<file path="src/rtl/id_ex_stage_if.sv">
// rtl/id_ex_stage_if.sv - decode-side inputs and ID/EX register outputs of the ID/EX stage
interface id_ex_stage_if #(
   parameter int XLEN   = 32,
   parameter int CTRL_W = 8
);
   logic              id_valid;
   logic [XLEN-1:0]   id_pc;
   logic [4:0]        id_rs1;
   logic [4:0]        id_rs2;
   logic [4:0]        id_rd;
   logic              id_uses_rs2;
   logic [XLEN-1:0]   id_rs1_data;
   logic [XLEN-1:0]   id_rs2_data;
   logic [XLEN-1:0]   id_imm;
   logic [3:0]        id_funct;
   logic              id_reg_write;
   logic              id_mem_read;
   logic              id_mem_write;
   logic [CTRL_W-1:0] id_ctrl;
   logic              ex_flush;

   logic              stall;
   logic              ID_EX_valid;
   logic [XLEN-1:0]   ID_EX_PC;
   logic [XLEN-1:0]   ID_EX_Rs1Data;
   logic [XLEN-1:0]   ID_EX_Rs2Data;
   logic [XLEN-1:0]   ID_EX_Imm;
   logic [4:0]        ID_EX_Rs1;
   logic [4:0]        ID_EX_Rs2;
   logic [4:0]        ID_EX_Rd;
   logic [3:0]        ID_EX_Funct;
   logic              ID_EX_RegWrite;
   logic              ID_EX_MemRead;
   logic              ID_EX_MemWrite;
   logic [CTRL_W-1:0] ID_EX_Ctrl;

   modport master (
      output id_valid, id_pc, id_rs1, id_rs2, id_rd, id_uses_rs2, id_rs1_data,
             id_rs2_data, id_imm, id_funct, id_reg_write, id_mem_read,
             id_mem_write, id_ctrl, ex_flush,
      input  stall, ID_EX_valid, ID_EX_PC, ID_EX_Rs1Data, ID_EX_Rs2Data,
             ID_EX_Imm, ID_EX_Rs1, ID_EX_Rs2, ID_EX_Rd, ID_EX_Funct,
             ID_EX_RegWrite, ID_EX_MemRead, ID_EX_MemWrite, ID_EX_Ctrl
   );

   modport slave (
      input  id_valid, id_pc, id_rs1, id_rs2, id_rd, id_uses_rs2, id_rs1_data,
             id_rs2_data, id_imm, id_funct, id_reg_write, id_mem_read,
             id_mem_write, id_ctrl, ex_flush,
      output stall, ID_EX_valid, ID_EX_PC, ID_EX_Rs1Data, ID_EX_Rs2Data,
             ID_EX_Imm, ID_EX_Rs1, ID_EX_Rs2, ID_EX_Rd, ID_EX_Funct,
             ID_EX_RegWrite, ID_EX_MemRead, ID_EX_MemWrite, ID_EX_Ctrl
   );
endinterface

</file>
<file path="src/rtl/id_ex_stage.sv">
// rtl/id_ex_stage.sv - ID/EX pipeline register with load-use stall and flush bubbles
// Optional macro HAZARD_STATS_EN adds saturating stall_count/flush_count outputs.
module id_ex_stage #(
   parameter int XLEN   = 32,
   parameter int CTRL_W = 8
) (
   input  logic        clk,
   input  logic        rst_n,
   id_ex_stage_if.slave bus
`ifdef HAZARD_STATS_EN
   ,
   output logic [31:0] stall_count,
   output logic [31:0] flush_count
`endif
);

   logic              r_valid;
   logic [XLEN-1:0]   r_pc;
   logic [XLEN-1:0]   r_rs1_data;
   logic [XLEN-1:0]   r_rs2_data;
   logic [XLEN-1:0]   r_imm;
   logic [4:0]        r_rs1;
   logic [4:0]        r_rs2;
   logic [4:0]        r_rd;
   logic [3:0]        r_funct;
   logic              r_reg_write;
   logic              r_mem_read;
   logic              r_mem_write;
   logic [CTRL_W-1:0] r_ctrl;

   logic w_hazard;
   logic w_stall;
   logic w_bubble;
   logic w_live;

   // The load in EX cannot forward in time to the instruction now in ID.
   assign w_hazard = r_valid & r_mem_read & (r_rd != 5'd0) & bus.id_valid &
                     ((r_rd == bus.id_rs1) | (bus.id_uses_rs2 & (r_rd == bus.id_rs2)));
   assign w_stall  = rst_n & w_hazard & ~bus.ex_flush;
   assign w_bubble = bus.ex_flush | w_stall;
   assign w_live   = bus.id_valid;

   always_ff @(posedge clk or negedge rst_n) begin
      if (!rst_n) begin
         r_valid     <= 1'b0;
         r_pc        <= '0;
         r_rs1_data  <= '0;
         r_rs2_data  <= '0;
         r_imm       <= '0;
         r_rs1       <= '0;
         r_rs2       <= '0;
         r_rd        <= '0;
         r_funct     <= '0;
         r_reg_write <= 1'b0;
         r_mem_read  <= 1'b0;
         r_mem_write <= 1'b0;
         r_ctrl      <= '0;
      end else if (w_bubble) begin
         r_valid     <= 1'b0;
         r_pc        <= '0;
         r_rs1_data  <= '0;
         r_rs2_data  <= '0;
         r_imm       <= '0;
         r_rs1       <= '0;
         r_rs2       <= '0;
         r_rd        <= '0;
         r_funct     <= '0;
         r_reg_write <= 1'b0;
         r_mem_read  <= 1'b0;
         r_mem_write <= 1'b0;
         r_ctrl      <= '0;
      end else begin
         r_valid     <= w_live;
         r_pc        <= bus.id_pc;
         r_rs1_data  <= bus.id_rs1_data;
         r_rs2_data  <= bus.id_rs2_data;
         r_imm       <= bus.id_imm;
         r_rs1       <= bus.id_rs1;
         r_rs2       <= bus.id_rs2;
         r_rd        <= bus.id_rd;
         r_funct     <= bus.id_funct;
         // An empty slot must never write the register file or touch memory.
         r_reg_write <= w_live & bus.id_reg_write;
         r_mem_read  <= w_live & bus.id_mem_read;
         r_mem_write <= w_live & bus.id_mem_write;
         r_ctrl      <= w_live ? bus.id_ctrl : '0;
      end
   end

   assign bus.stall          = w_stall;
   assign bus.ID_EX_valid    = r_valid;
   assign bus.ID_EX_PC       = r_pc;
   assign bus.ID_EX_Rs1Data  = r_rs1_data;
   assign bus.ID_EX_Rs2Data  = r_rs2_data;
   assign bus.ID_EX_Imm      = r_imm;
   assign bus.ID_EX_Rs1      = r_rs1;
   assign bus.ID_EX_Rs2      = r_rs2;
   assign bus.ID_EX_Rd       = r_rd;
   assign bus.ID_EX_Funct    = r_funct;
   assign bus.ID_EX_RegWrite = r_reg_write;
   assign bus.ID_EX_MemRead  = r_mem_read;
   assign bus.ID_EX_MemWrite = r_mem_write;
   assign bus.ID_EX_Ctrl     = r_ctrl;

`ifdef HAZARD_STATS_EN
   logic [31:0] r_stall_count;
   logic [31:0] r_flush_count;

   always_ff @(posedge clk or negedge rst_n) begin
      if (!rst_n) begin
         r_stall_count <= '0;
         r_flush_count <= '0;
      end else begin
         if (w_stall && (r_stall_count != 32'hFFFF_FFFF))
            r_stall_count <= r_stall_count + 32'd1;
         if (bus.ex_flush && (r_flush_count != 32'hFFFF_FFFF))
            r_flush_count <= r_flush_count + 32'd1;
      end
   end

   assign stall_count = r_stall_count;
   assign flush_count = r_flush_count;
`endif

endmodule
</file>
<file path="src/flat_wrapper.sv">
// flat-port wrapper written by rule: the top's interface ports become plain ports
module id_ex_stage_flat 
#(
   parameter int XLEN   = 32,
   parameter int CTRL_W = 8
)
  (clk, rst_n, bus_id_valid, bus_id_pc, bus_id_rs1, bus_id_rs2, bus_id_rd, bus_id_uses_rs2, bus_id_rs1_data, bus_id_rs2_data, bus_id_imm, bus_id_funct, bus_id_reg_write, bus_id_mem_read, bus_id_mem_write, bus_id_ctrl, bus_ex_flush, bus_stall, bus_ID_EX_valid, bus_ID_EX_PC, bus_ID_EX_Rs1Data, bus_ID_EX_Rs2Data, bus_ID_EX_Imm, bus_ID_EX_Rs1, bus_ID_EX_Rs2, bus_ID_EX_Rd, bus_ID_EX_Funct, bus_ID_EX_RegWrite, bus_ID_EX_MemRead, bus_ID_EX_MemWrite, bus_ID_EX_Ctrl);
  id_ex_stage_if #(.XLEN(XLEN), .CTRL_W(CTRL_W)) bus_i ();
  input  logic clk;
  input  logic rst_n;
  input wire logic [$bits(bus_i.id_valid)-1:0] bus_id_valid;
  input wire logic [$bits(bus_i.id_pc)-1:0] bus_id_pc;
  input wire logic [$bits(bus_i.id_rs1)-1:0] bus_id_rs1;
  input wire logic [$bits(bus_i.id_rs2)-1:0] bus_id_rs2;
  input wire logic [$bits(bus_i.id_rd)-1:0] bus_id_rd;
  input wire logic [$bits(bus_i.id_uses_rs2)-1:0] bus_id_uses_rs2;
  input wire logic [$bits(bus_i.id_rs1_data)-1:0] bus_id_rs1_data;
  input wire logic [$bits(bus_i.id_rs2_data)-1:0] bus_id_rs2_data;
  input wire logic [$bits(bus_i.id_imm)-1:0] bus_id_imm;
  input wire logic [$bits(bus_i.id_funct)-1:0] bus_id_funct;
  input wire logic [$bits(bus_i.id_reg_write)-1:0] bus_id_reg_write;
  input wire logic [$bits(bus_i.id_mem_read)-1:0] bus_id_mem_read;
  input wire logic [$bits(bus_i.id_mem_write)-1:0] bus_id_mem_write;
  input wire logic [$bits(bus_i.id_ctrl)-1:0] bus_id_ctrl;
  input wire logic [$bits(bus_i.ex_flush)-1:0] bus_ex_flush;
  output wire logic [$bits(bus_i.stall)-1:0] bus_stall;
  output wire logic [$bits(bus_i.ID_EX_valid)-1:0] bus_ID_EX_valid;
  output wire logic [$bits(bus_i.ID_EX_PC)-1:0] bus_ID_EX_PC;
  output wire logic [$bits(bus_i.ID_EX_Rs1Data)-1:0] bus_ID_EX_Rs1Data;
  output wire logic [$bits(bus_i.ID_EX_Rs2Data)-1:0] bus_ID_EX_Rs2Data;
  output wire logic [$bits(bus_i.ID_EX_Imm)-1:0] bus_ID_EX_Imm;
  output wire logic [$bits(bus_i.ID_EX_Rs1)-1:0] bus_ID_EX_Rs1;
  output wire logic [$bits(bus_i.ID_EX_Rs2)-1:0] bus_ID_EX_Rs2;
  output wire logic [$bits(bus_i.ID_EX_Rd)-1:0] bus_ID_EX_Rd;
  output wire logic [$bits(bus_i.ID_EX_Funct)-1:0] bus_ID_EX_Funct;
  output wire logic [$bits(bus_i.ID_EX_RegWrite)-1:0] bus_ID_EX_RegWrite;
  output wire logic [$bits(bus_i.ID_EX_MemRead)-1:0] bus_ID_EX_MemRead;
  output wire logic [$bits(bus_i.ID_EX_MemWrite)-1:0] bus_ID_EX_MemWrite;
  output wire logic [$bits(bus_i.ID_EX_Ctrl)-1:0] bus_ID_EX_Ctrl;
  assign bus_i.id_valid = bus_id_valid;
  assign bus_i.id_pc = bus_id_pc;
  assign bus_i.id_rs1 = bus_id_rs1;
  assign bus_i.id_rs2 = bus_id_rs2;
  assign bus_i.id_rd = bus_id_rd;
  assign bus_i.id_uses_rs2 = bus_id_uses_rs2;
  assign bus_i.id_rs1_data = bus_id_rs1_data;
  assign bus_i.id_rs2_data = bus_id_rs2_data;
  assign bus_i.id_imm = bus_id_imm;
  assign bus_i.id_funct = bus_id_funct;
  assign bus_i.id_reg_write = bus_id_reg_write;
  assign bus_i.id_mem_read = bus_id_mem_read;
  assign bus_i.id_mem_write = bus_id_mem_write;
  assign bus_i.id_ctrl = bus_id_ctrl;
  assign bus_i.ex_flush = bus_ex_flush;
  assign bus_stall = bus_i.stall;
  assign bus_ID_EX_valid = bus_i.ID_EX_valid;
  assign bus_ID_EX_PC = bus_i.ID_EX_PC;
  assign bus_ID_EX_Rs1Data = bus_i.ID_EX_Rs1Data;
  assign bus_ID_EX_Rs2Data = bus_i.ID_EX_Rs2Data;
  assign bus_ID_EX_Imm = bus_i.ID_EX_Imm;
  assign bus_ID_EX_Rs1 = bus_i.ID_EX_Rs1;
  assign bus_ID_EX_Rs2 = bus_i.ID_EX_Rs2;
  assign bus_ID_EX_Rd = bus_i.ID_EX_Rd;
  assign bus_ID_EX_Funct = bus_i.ID_EX_Funct;
  assign bus_ID_EX_RegWrite = bus_i.ID_EX_RegWrite;
  assign bus_ID_EX_MemRead = bus_i.ID_EX_MemRead;
  assign bus_ID_EX_MemWrite = bus_i.ID_EX_MemWrite;
  assign bus_ID_EX_Ctrl = bus_i.ID_EX_Ctrl;
  id_ex_stage #(.XLEN(XLEN), .CTRL_W(CTRL_W)) u_core (.clk(clk), .rst_n(rst_n), .bus(bus_i));
endmodule
</file>
<file path="config.mk">
export PLATFORM = sky130hd
export DESIGN_NAME = id_ex_stage_flat
export DESIGN_NICKNAME = d
export VERILOG_FILES = /design/src/rtl/id_ex_stage_if.sv /design/src/rtl/id_ex_stage.sv /design/src/flat_wrapper.sv
export SDC_FILE = /design/constraint.sdc
export NUM_CORES = 1
export LEC_CHECK = 0
export CAP_MARGIN = 20
export CELL_PAD_IN_SITES_DETAIL_PLACEMENT = 1
export CELL_PAD_IN_SITES_GLOBAL_PLACEMENT = 1
export CORE_MARGIN = 3
export CORE_UTILIZATION = 29
export DETAILED_ROUTE_END_ITERATION = 6
export MAX_ROUTING_LAYER = met4
export PLACE_DENSITY_LB_ADDON = 0.1
export SYNTH_ARGS = -nofsm -noshare
export SYNTH_HDL_FRONTEND = slang
export SYNTH_SLANG_ARGS = --single-unit
export TNS_END_PERCENT = 100
</file>
<file path="constraint.sdc">
create_clock -name clk -period 2.4 [get_ports clk]
set_input_delay 0.72 -clock clk [delete_from_list [all_inputs] [get_ports clk]]
set_output_delay 0.72 -clock clk [all_outputs]
set_load 0.01 [all_outputs]
</file>
==> results of run 1 <==
## how the worst max path moves through the flow
stage                end  depth (start not counted)
2_1_floorplan  bus_stall                          5
3_3_place_gp   bus_stall                          6
3_5_place_dp   bus_stall                          6
4_1_cts        bus_stall                          5
5_1_grt        bus_stall                          5
6_report       bus_stall                          5
## placed cells by master (no fill, tap or decap), drive strengths merged
master,synthesis,routed
a21boi,1,1
a21oi,159,159
and3b,1,1
buf,20,27
bufinv,0,3
clkbuf,31,21
clkdlybuf4s15,0,3
clkdlybuf4s50,0,308
clkinv,0,3
clkinvlp,0,2
dfrtp,159,159
diode,0,3
dlygate4sd2,0,4
inv,0,3
nand2,13,13
nand2b,147,147
nand3,1,1
nand4,2,2
nor2,1,1
nor2b,1,1
nor3,1,1
o22ai,1,1
xnor2,10,10
## sequential cells by signal, indices dropped and copies added, names as in the netlist, 4 cells and up
register	cells
u_core.bus.ID_EX_Rs2	5
u_core.bus.ID_EX_Funct	4
u_core.bus.ID_EX_Rs2Data	32
u_core.bus.ID_EX_Imm	32
u_core.bus.ID_EX_Rs1	5
u_core.bus.ID_EX_PC	32
u_core.bus.ID_EX_Rd	5
u_core.bus.ID_EX_Ctrl	8
u_core.bus.ID_EX_Rs1Data	32
## layer usage
layer | share of wire (%) | wire, µm
met5 | 0 | 0
met4 | 2.1 | 448
met3 | 9.4 | 2020
met2 | 51 | 11100
met1 | 37 | 8010
## repair_timing
item	CTS	global route
endpoints found under the setup margin	160	95
endpoints found under the hold margin	0	0
resized for setup	38	4
pin swaps	14	3
## worst max-delay path, stage by stage
cell,delay (ns)
clkdlybuf4s50_1,0.46
nand2_1,0.09
o22ai_4,0.15
and3b_2,0.22
buf_6,0.11
## cell type report
cell class / count / area [µm²]
clock buffer: 21 / 470
fill: 2217 / 10200
clock inverter: 11 / 154
multi-input combinational: 338 / 1970
antenna: 3 / 7.51
tap: 270 / 338
sequential: 159 / 3980
timing repair buffer: 342 / 3370
## cells by family (layout without fill, tap and decap cells)
| group | after synthesis | after routing | synth area share, % |
|---|---|---|---|
| AOI/OAI and AO/OA | 161 | 161 | 13.4 |
| xor gates and xnor gates | 10 | 10 | 1.43 |
| buffers and inverters | 51 | 374 | 3.56 |
| DFF | 159 | 159 | 65.1 |
| other | 0 | 3 | 0 |
| and+or+nand+nor | 167 | 167 | 16.5 |
## report_power, final
part	leakage [nW]	switching, mW	internal, mW	total [mW]
combinational	2.11	0.407	0.580	0.987
clock	0.301	1.12	1.73	2.86
sequential	2.05	0.0476	2.81	2.86
total	4.46	1.58	5.13	6.70
## through the flow
stage	power [mW]	instances	utilization [%]	TNS, ns	worst slack [ns]
finish	6.70	1144	50.2	-0.0794	-0.0794
global route	7.00	1144	50.2	-0.185	-0.185
CTS	6.79	1140	50.0	-0.114	-0.114
detailed placement	3.91	1108	46.9	-96.94	-0.935
global placement	3.88	1108	46.9	-91.81	-0.933
floorplan	3.20	548	-	0	0.0761
==> results.yml, run 1 <==
run_status:
  run_status: "complete, but fails checks"
  violations: "setup timing"
run:
  maxCapViolCount: 0
cts:
  insertion_delay_ns: 0.41
  htree_num_levels: 4
  numCtsBuffers: 17
  clockBufferDepth: 2
  postCtsHoldBufs: 0
  path_clk_slew_ns: 0.07
  cts-root-buf: "clkbuf_16"
  cts_num_sinks: 159
  cts_tree: "yes"
  cts_setup_buffers: 0
routing:
  wirelength_um: 21600
  drtAntennaViolNets: 0
  vias_per_cell: 4.53
  dr_total_vias: 5182
  first_pass_iters: 4
  drtIter0Drc: 142
  drcViolationCount: 0
  wl_per_cell_um: 18.9
synth:
  syn_nets: 711
  yosysSeqAreaShare_pct: 65.1
  synth-seq-cells: 159
  yosysWarnings: 0
  synth_commonest_cells: "dfrtp_1, a21oi_1, nand2b_1"
  netlist_instances: 548
  synthFlopType: "dfrtp_1"
  ys_async_sr_fraction_pct: 100
  syn_avg_cell_area_um2: 11.2
  synth_area_leader_cell: "dfrtp_1"
  synth_most_common_cell: "dfrtp_1"
  netlist.area_leader.share_pct: 65.1
  synth_area_um2: 6110
  synth_area_leaders: "dfrtp_1, nand2b_1, a21oi_1"
  synth_edf_count: 0
  ys_types: 18
floorplan:
  dieArea_um2: 22900
  core-area_um2: 20500
  initial_core_util_pct: 29.8
  ios: 323
  dieWidth_um: 151
  rows: 52
  die_h_um: 151
place:
  place_area_um2: 9610
  numPortBuffers: 322
  dp_hpwl_um: 14900
  gp_congestion: 0.765
global_routing:
  use_met3_pct: 7.30
  antenna_found_initial: 3
  use_met1_pct: 21.0
  grt.busiest_layer: "met2"
  grt_max_degree: 149
  grt_pass1_vias: 5804
  use_met2_pct: 31.9
  overflow: 0
  grtUsageTotal_pct: 19.1
  grt_pass1_wl_um: 32400
setup_path:
  worstSetupPathType: "in -> out"
  reg2reg_setup_slack_ns: 0.30
  cp.required_ns: 1.68
  worstSetupEndpointType: "output pin"
  worstPathArrival_ns: 1.76
  timing.rr.start: "u_core.bus.ID_EX_Rd[0]"
  reg2reg_to: "u_core.bus.ID_EX_Imm[5]"
  critPathLaunchType: "input port"
  startpoint: "bus_id_uses_rs2"
  worstPathMaxFanout: 2
  reg2reg_depth: 7
hold_path:
  worstHoldPathType: "in -> async"
cells_and_area:
  fin_area_um2: 10300
  drive_gt1_share_pct: 7.92
  area_delta_synth_final_pct: 68.4
  nets: 1021
timing:
  setup_violations: 1
  skew_ns: 0.0113
  clock.fmax_mhz: 403
  whs_ns: 0.376
  slew_headroom_pct: 40.1
  rsz0062_at_grt: "true"
  hold_viol: 0
  final.setup.worst_slack_ns: -0.0794
  timing.final.crit_period_ns: 2.48
  min_period_over_period_pct: 103
  tightest_slew_ns: 0.898
  slew_viol_final: 0
pwr:
  ir_worst_vdd_mv: 0.478
  leakage_nw: 4.46
  power.density_nw_per_um2: 651
No activity file was read; power rests on OpenSTA's default activity.
==> run 2: changes to the inputs <==
Settings changed: CORE_UTILIZATION 29 to 31.
Clock period 2.4 ns to 3.1 ns, I/O delays scaled along.
==> run 2 against run 1 <==
  * Design area fell by 0.77%
  * Wire length is 0.56% higher
  * Combinational power is 23% lower
  * The flow now finishes without violations
  * Worst hold slack better by 0.30 ns
  * Critical path depth is 1 higher
  * Sequential share of layout area rose by 0.27 points
  * Total power shrank 24%
  * Die area shrank 6.2%
  * Worst setup slack gained 0.17 ns
  * Utilization grew 3.5 points
  * Clock power down 26%
==> results.yml, run 2 (synthesis gave the netlist of run 1 again) <==
timing:
  slew_headroom_pct: 35.9
  slew_viol_final: 0
  final.setup.worst_slack_ns: 0.0939
  clock.fmax_mhz: 333
  setup_violations: 0
  timing.final.crit_period_ns: 3.01
  rsz0062_at_grt: "false"
  whs_ns: 0.680
  hold_viol: 0
  skew_ns: 0.0107
  min_period_over_period_pct: 97.0
  tightest_slew_ns: 0.960
cts:
  path_clk_slew_ns: 0.06
  insertion_delay_ns: 0.42
  cts-root-buf: "clkbuf_16"
  numCtsBuffers: 17
  cts_tree: "yes"
  postCtsHoldBufs: 0
  cts_num_sinks: 159
  clockBufferDepth: 2
  htree_num_levels: 4
setup_path:
  cp.required_ns: 2.17
  worstSetupPathType: "in -> out"
  crit_path_max_incr_delay_ns: 0.25
  worstPathArrival_ns: 2.08
  crit_slowest_cell: "dlygate4sd2_1"
  worstPathMaxFanout: 2
  crit_chain: "dlygate4sd2_1 -> xnor2_1 -> nand4_1 -> o22ai_4 -> and3b_2 -> buf_6"
  critical_path.top_delay_family: "simple AND/OR/NAND/NOR gates"
  critPathLaunchType: "input port"
  worstSetupEndpointType: "output pin"
  path_buf_inv: 2
floorplan:
  rows: 50
  core-area_um2: 19000
  die_h_um: 146
  ios: 323
  dieArea_um2: 21400
  dieWidth_um: 146
  initial_core_util_pct: 32.1
place:
  numPortBuffers: 322
  post-place-ws_ns: -0.731
  gp_congestion: 0.815
  dp_hpwl_um: 15100
routing:
  met3_wirelength_um: 1940
  met1Wirelength_um: 8230
  first_pass_iters: 6
  drtAntennaViolNets: 0
  dr_total_vias: 5167
  wl_per_cell_um: 19.3
  vias_per_cell: 4.59
  wirelength_um: 21700
  met2_length_um: 10900
  drtIter0Drc: 284
  drcViolationCount: 0
  top_layer: "met4"
hold_path:
  worstHoldPathType: "in -> async"
run_status:
  run_status: "completed"
cells_and_area:
  drive_gt1_share_pct: 5.79
  area_delta_synth_final_pct: 67.1
  fillCellCount: 2067
  final_cell_mix: "clkdlybuf4s50_1, dfrtp_1, a21oi_1"
  nets: 1015
  mostFrequentLayoutCell: "clkdlybuf4s50_1"
  finish.utilization_pct: 53.7
global_routing:
  antenna_found_initial: 0
  grt_pass1_vias: 5739
  grt_pass1_wl_um: 33200
  grt_max_degree: 160
  grtUsageTotal_pct: 20.6
  overflow: 0
run:
  maxCapViolCount: 0
pwr:
  ir_worst_vdd_mv: 0.360
  power.density_nw_per_um2: 499
  leakage_nw: 4.42
run 2: cell count changes in the layout (fill, tap and decap cells not counted), sizes merged:
cell	delta
buf	-10
dlygate4sd2	+6
clkdlybuf4s15	-3
clkinv	+2
diode	-2
inv	-2
clkdlybuf4s50	+1
clkinvlp	-1
run 2: layout make-up:
type                    instances  area (µm²)  share of cell area [%]
flip-flops and latches        159        3980                    39.0
multi-input cells             338        1940                    19.0
diodes                          1        2.50                  0.0245
repair buffers                336        3380                    33.1
well taps                     260         325                    3.19
clock inverters                10         135                    1.32
clock buffers                  21         460                    4.51
run 2: layer usage:
layer,vias to the layer above,track usage [%]
met3,34,8.16
met4,0,7.86
met2,208,33.8
met1,2534,22.8
li1,2391,-
met5,-,-
run 2: final timing paths:
check                                  startpoint                      endpoint  slack (ns)  depth (start not counted)
max                                 bus_id_rs2[4]                     bus_stall        0.09                          6
min                                         rst_n  u_core.bus.ID_EX_Rs1Data[18]        0.68                          2
max reg2reg                u_core.bus.ID_EX_Rd[1]        u_core.bus.ID_EX_valid        0.64                          7
min reg2reg                u_core.bus.ID_EX_valid   u_core.bus.ID_EX_Rs2Data[2]        1.06                          4
max in group asynchronous                   rst_n  u_core.bus.ID_EX_Rs2Data[25]        1.82                          2
min in group clk                    bus_id_rs1[1]       u_core.bus.ID_EX_Rs1[1]        0.92                          3
run 2: repair_timing:
item / 4_1_cts / 5_1_grt
pin swaps: 7 / 2
buffers inserted: 0 / 0
endpoints found under the setup margin: 67 / 34
resized for setup: 18 / 2
run 2: per-stage QoR:
| step | power (mW) | cell area, µm² | cells | TNS [ns] |
|---|---|---|---|---|
| floorplan | 2.48 | 6110 | 548 | 0 |
| finish | 5.10 | 10200 | 1125 | 0 |
| detailed placement | 3.03 | 9590 | 1092 | -60.59 |
| global placement | 3.01 | 9560 | 1091 | -63.65 |
| CTS | 5.17 | 10200 | 1123 | 0 |
| global route | 5.34 | 10200 | 1124 | 0 |
run 2: power breakdown:
part / total (mW) / switching, mW / internal (mW)
Clock: 2.12 / 0.821 / 1.30
Combinational: 0.760 / 0.316 / 0.444
Sequential: 2.22 / 0.0371 / 2.18
==> run 3: changes to the inputs <==
Settings changed: ABC_AREA set to 1, CORE_UTILIZATION 31 to 29.
==> run 3 against run 2 <==
  * Clock skew rose by 0.0018 ns
  * Combinational power shrank 8.4%
  * Worst hold slack improved by 0.0031 ns
  * Sequential share of layout area increased by 2.2 points
  * Clock power hardly changed
  * Worst setup slack gained 0.046 ns
  * Area after synthesis decreased by 10%
  * First-iteration DRC count is 54% lower
  * Critical path type unchanged
==> results.yml, run 3 <==
timing:
  slew_headroom_pct: 42.0
  min_period_over_period_pct: 95.5
  tightest_slew_ns: 0.870
  setup_violations: 0
  rsz0062_at_grt: "false"
  clock.fmax_mhz: 338
  skew_ns: 0.0125
  final.setup.worst_slack_ns: 0.140
  hold_viol: 0
  whs_ns: 0.683
  timing.final.crit_period_ns: 2.96
  slew_viol_final: 0
synth:
  synth_area_leader_cell: "dfrtp_1"
  synthFlopType: "dfrtp_1"
  synth_edf_count: 0
  netlist.area_leader.share_pct: 72.4
  syn_avg_cell_area_um2: 10.1
  syn_nets: 707
  synth_area_leaders: "dfrtp_1, nor2_1, inv_1"
  yosysWarnings: 0
  ys_types: 12
  netlist_instances: 544
  synth-seq-cells: 159
  yosysSeqAreaShare_pct: 72.4
  synth_area_um2: 5500
  synth_most_common_cell: "nor2_1"
  synth_commonest_cells: "nor2_1, dfrtp_1, inv_1"
  ys_async_sr_fraction_pct: 100
pwr:
  ir_worst_vdd_mv: 0.358
  power.density_nw_per_um2: 520
  leakage_nw: 4.99
  power.total_mw: 5.03
setup_path:
  worstSetupEndpointType: "output pin"
  timing.rr.start: "u_core.bus.ID_EX_Rd[3]"
  worstSetupPathType: "in -> out"
  reg2reg_depth: 12
  reg2reg_to: "u_core.bus.ID_EX_Rs1Data[15]"
  reg2reg_setup_slack_ns: 1.12
  worstPathArrival_ns: 2.03
  crit_end: "bus_stall"
  worstPathMaxFanout: 2
  critPathLaunchType: "input port"
  cp.required_ns: 2.17
  startpoint: "bus_id_rs1[2]"
place:
  post-place-ws_ns: -0.429
  dp_hpwl_um: 14000
  numPortBuffers: 322
  gp_congestion: 0.750
  dp_cells: 1090
routing:
  wirelength_um: 18300
  drcViolationCount: 0
  drtAntennaViolNets: 0
  wl_per_cell_um: 16.2
  vias_per_cell: 4.04
  first_pass_iters: 6
  dr_total_vias: 4544
  drtIter0Drc: 130
global_routing:
  grt_pass1_vias: 5112
  overflow: 0
  grt_max_degree: 160
  grt_pass1_wl_um: 27600
  antenna_found_initial: 2
  grtUsageTotal_pct: 18.3
cts:
  htree_num_levels: 4
  clockBufferDepth: 2
  cts_num_sinks: 159
  insertion_delay_ns: 0.42
  cts_tree: "yes"
  path_clk_slew_ns: 0.07
  cts-root-buf: "clkbuf_16"
  numCtsBuffers: 17
cells_and_area:
  layout.cells.non_filler: 1125
  fillCellCount: 2010
  mostFrequentLayoutCell: "clkdlybuf4s50_1"
  area_delta_synth_final_pct: 75.9
  nets: 1044
  final_cell_mix: "clkdlybuf4s50_1, nor2_1, dfrtp_1"
  drive_gt1_share_pct: 5.93
floorplan:
  core-area_um2: 18300
  rows: 49
  ios: 323
  dieWidth_um: 144
  die_h_um: 144
  initial_core_util_pct: 30.1
  dieArea_um2: 20600
run:
  maxCapViolCount: 0
hold_path:
  worstHoldPathType: "in -> async"
run_status:
  run_status: "completed"
## run 3: worst min path at each step
stage	from	endpoint	slack, ns	depth (start not counted)
2_1_floorplan	rst_n	u_core.bus.ID_EX_Ctrl[0]	0.63	0
3_3_place_gp	u_core.bus.ID_EX_Rd[4]	u_core.bus.ID_EX_Imm[25]	1.08	6
3_5_place_dp	u_core.bus.ID_EX_Rd[4]	u_core.bus.ID_EX_Funct[0]	1.08	6
4_1_cts	rst_n	u_core.bus.ID_EX_Rs1[1]	0.76	2
5_1_grt	rst_n	u_core.bus.ID_EX_valid	0.77	2
6_report	rst_n	u_core.bus.ID_EX_Imm[30]	0.68	2
## run 3: routing by layer
metal	vias to the layer above	routed length (µm)	track usage, %
met3	24	1610	6.12
met2	205	9380	31.5
met4	0	459	6.94
met1	2156	6800	19.7
li1	2159	-	-
met5	-	0	-
## run 3: report_power, final
group,internal [mW],total (mW),switching (mW)
clock,1.24,2.12,0.872
combinational,0.408,0.696,0.288
sequential,2.18,2.21,0.0352
## run 3: logic make-up after synthesis
| kind of cell | count (synthesis) | synth area share, % |
|---|---|---|
| flops | 159 | 72.4 |
| buf+inv | 173 | 12.8 |
| xor+xnor | 1 | 0.159 |
| compound gates | 1 | 0.137 |
| simple gates | 210 | 14.5 |
## run 3: stage by stage
step | TNS (ns) | instance area [µm²] | utilization (%)
5_1_grt | 0 | 9670 | 52.9
3_5_place_dp | -0.429 | 9030 | 49.4
4_1_cts | 0 | 9630 | 52.7
3_3_place_gp | -0.399 | 9030 | 49.4
6_report | 0 | 9670 | 52.9
2_1_floorplan | 0 | 5500 | -
## run 3: cell type report
class	instances	area [µm²]	area share (%)
diodes	2	5.00	0.0518
multi-input cells	212	827	8.56
flip-flops and latches	159	3980	41.2
repair buffers	336	3380	35.0
inverters	155	582	6.02
clock buffers	19	453	4.69
clock inverters	13	150	1.55
well taps	229	287	2.96
## run 3: what timing repair did
item	4_1_cts	5_1_grt
buffers inserted	0	1
gates resized for setup	6	11
endpoints found under the setup margin	1	1
pin swaps	1	7
hold buffers	0	0
## run 3: worst max-delay path, cell delays in order
cell and delay, ns:
clkdlybuf4s50_1 0.50, xnor2_1 0.12, nand3_1 0.09, nand2_1 0.08
nand2_2 0.07, nor2_2 0.10, buf_2 0.13
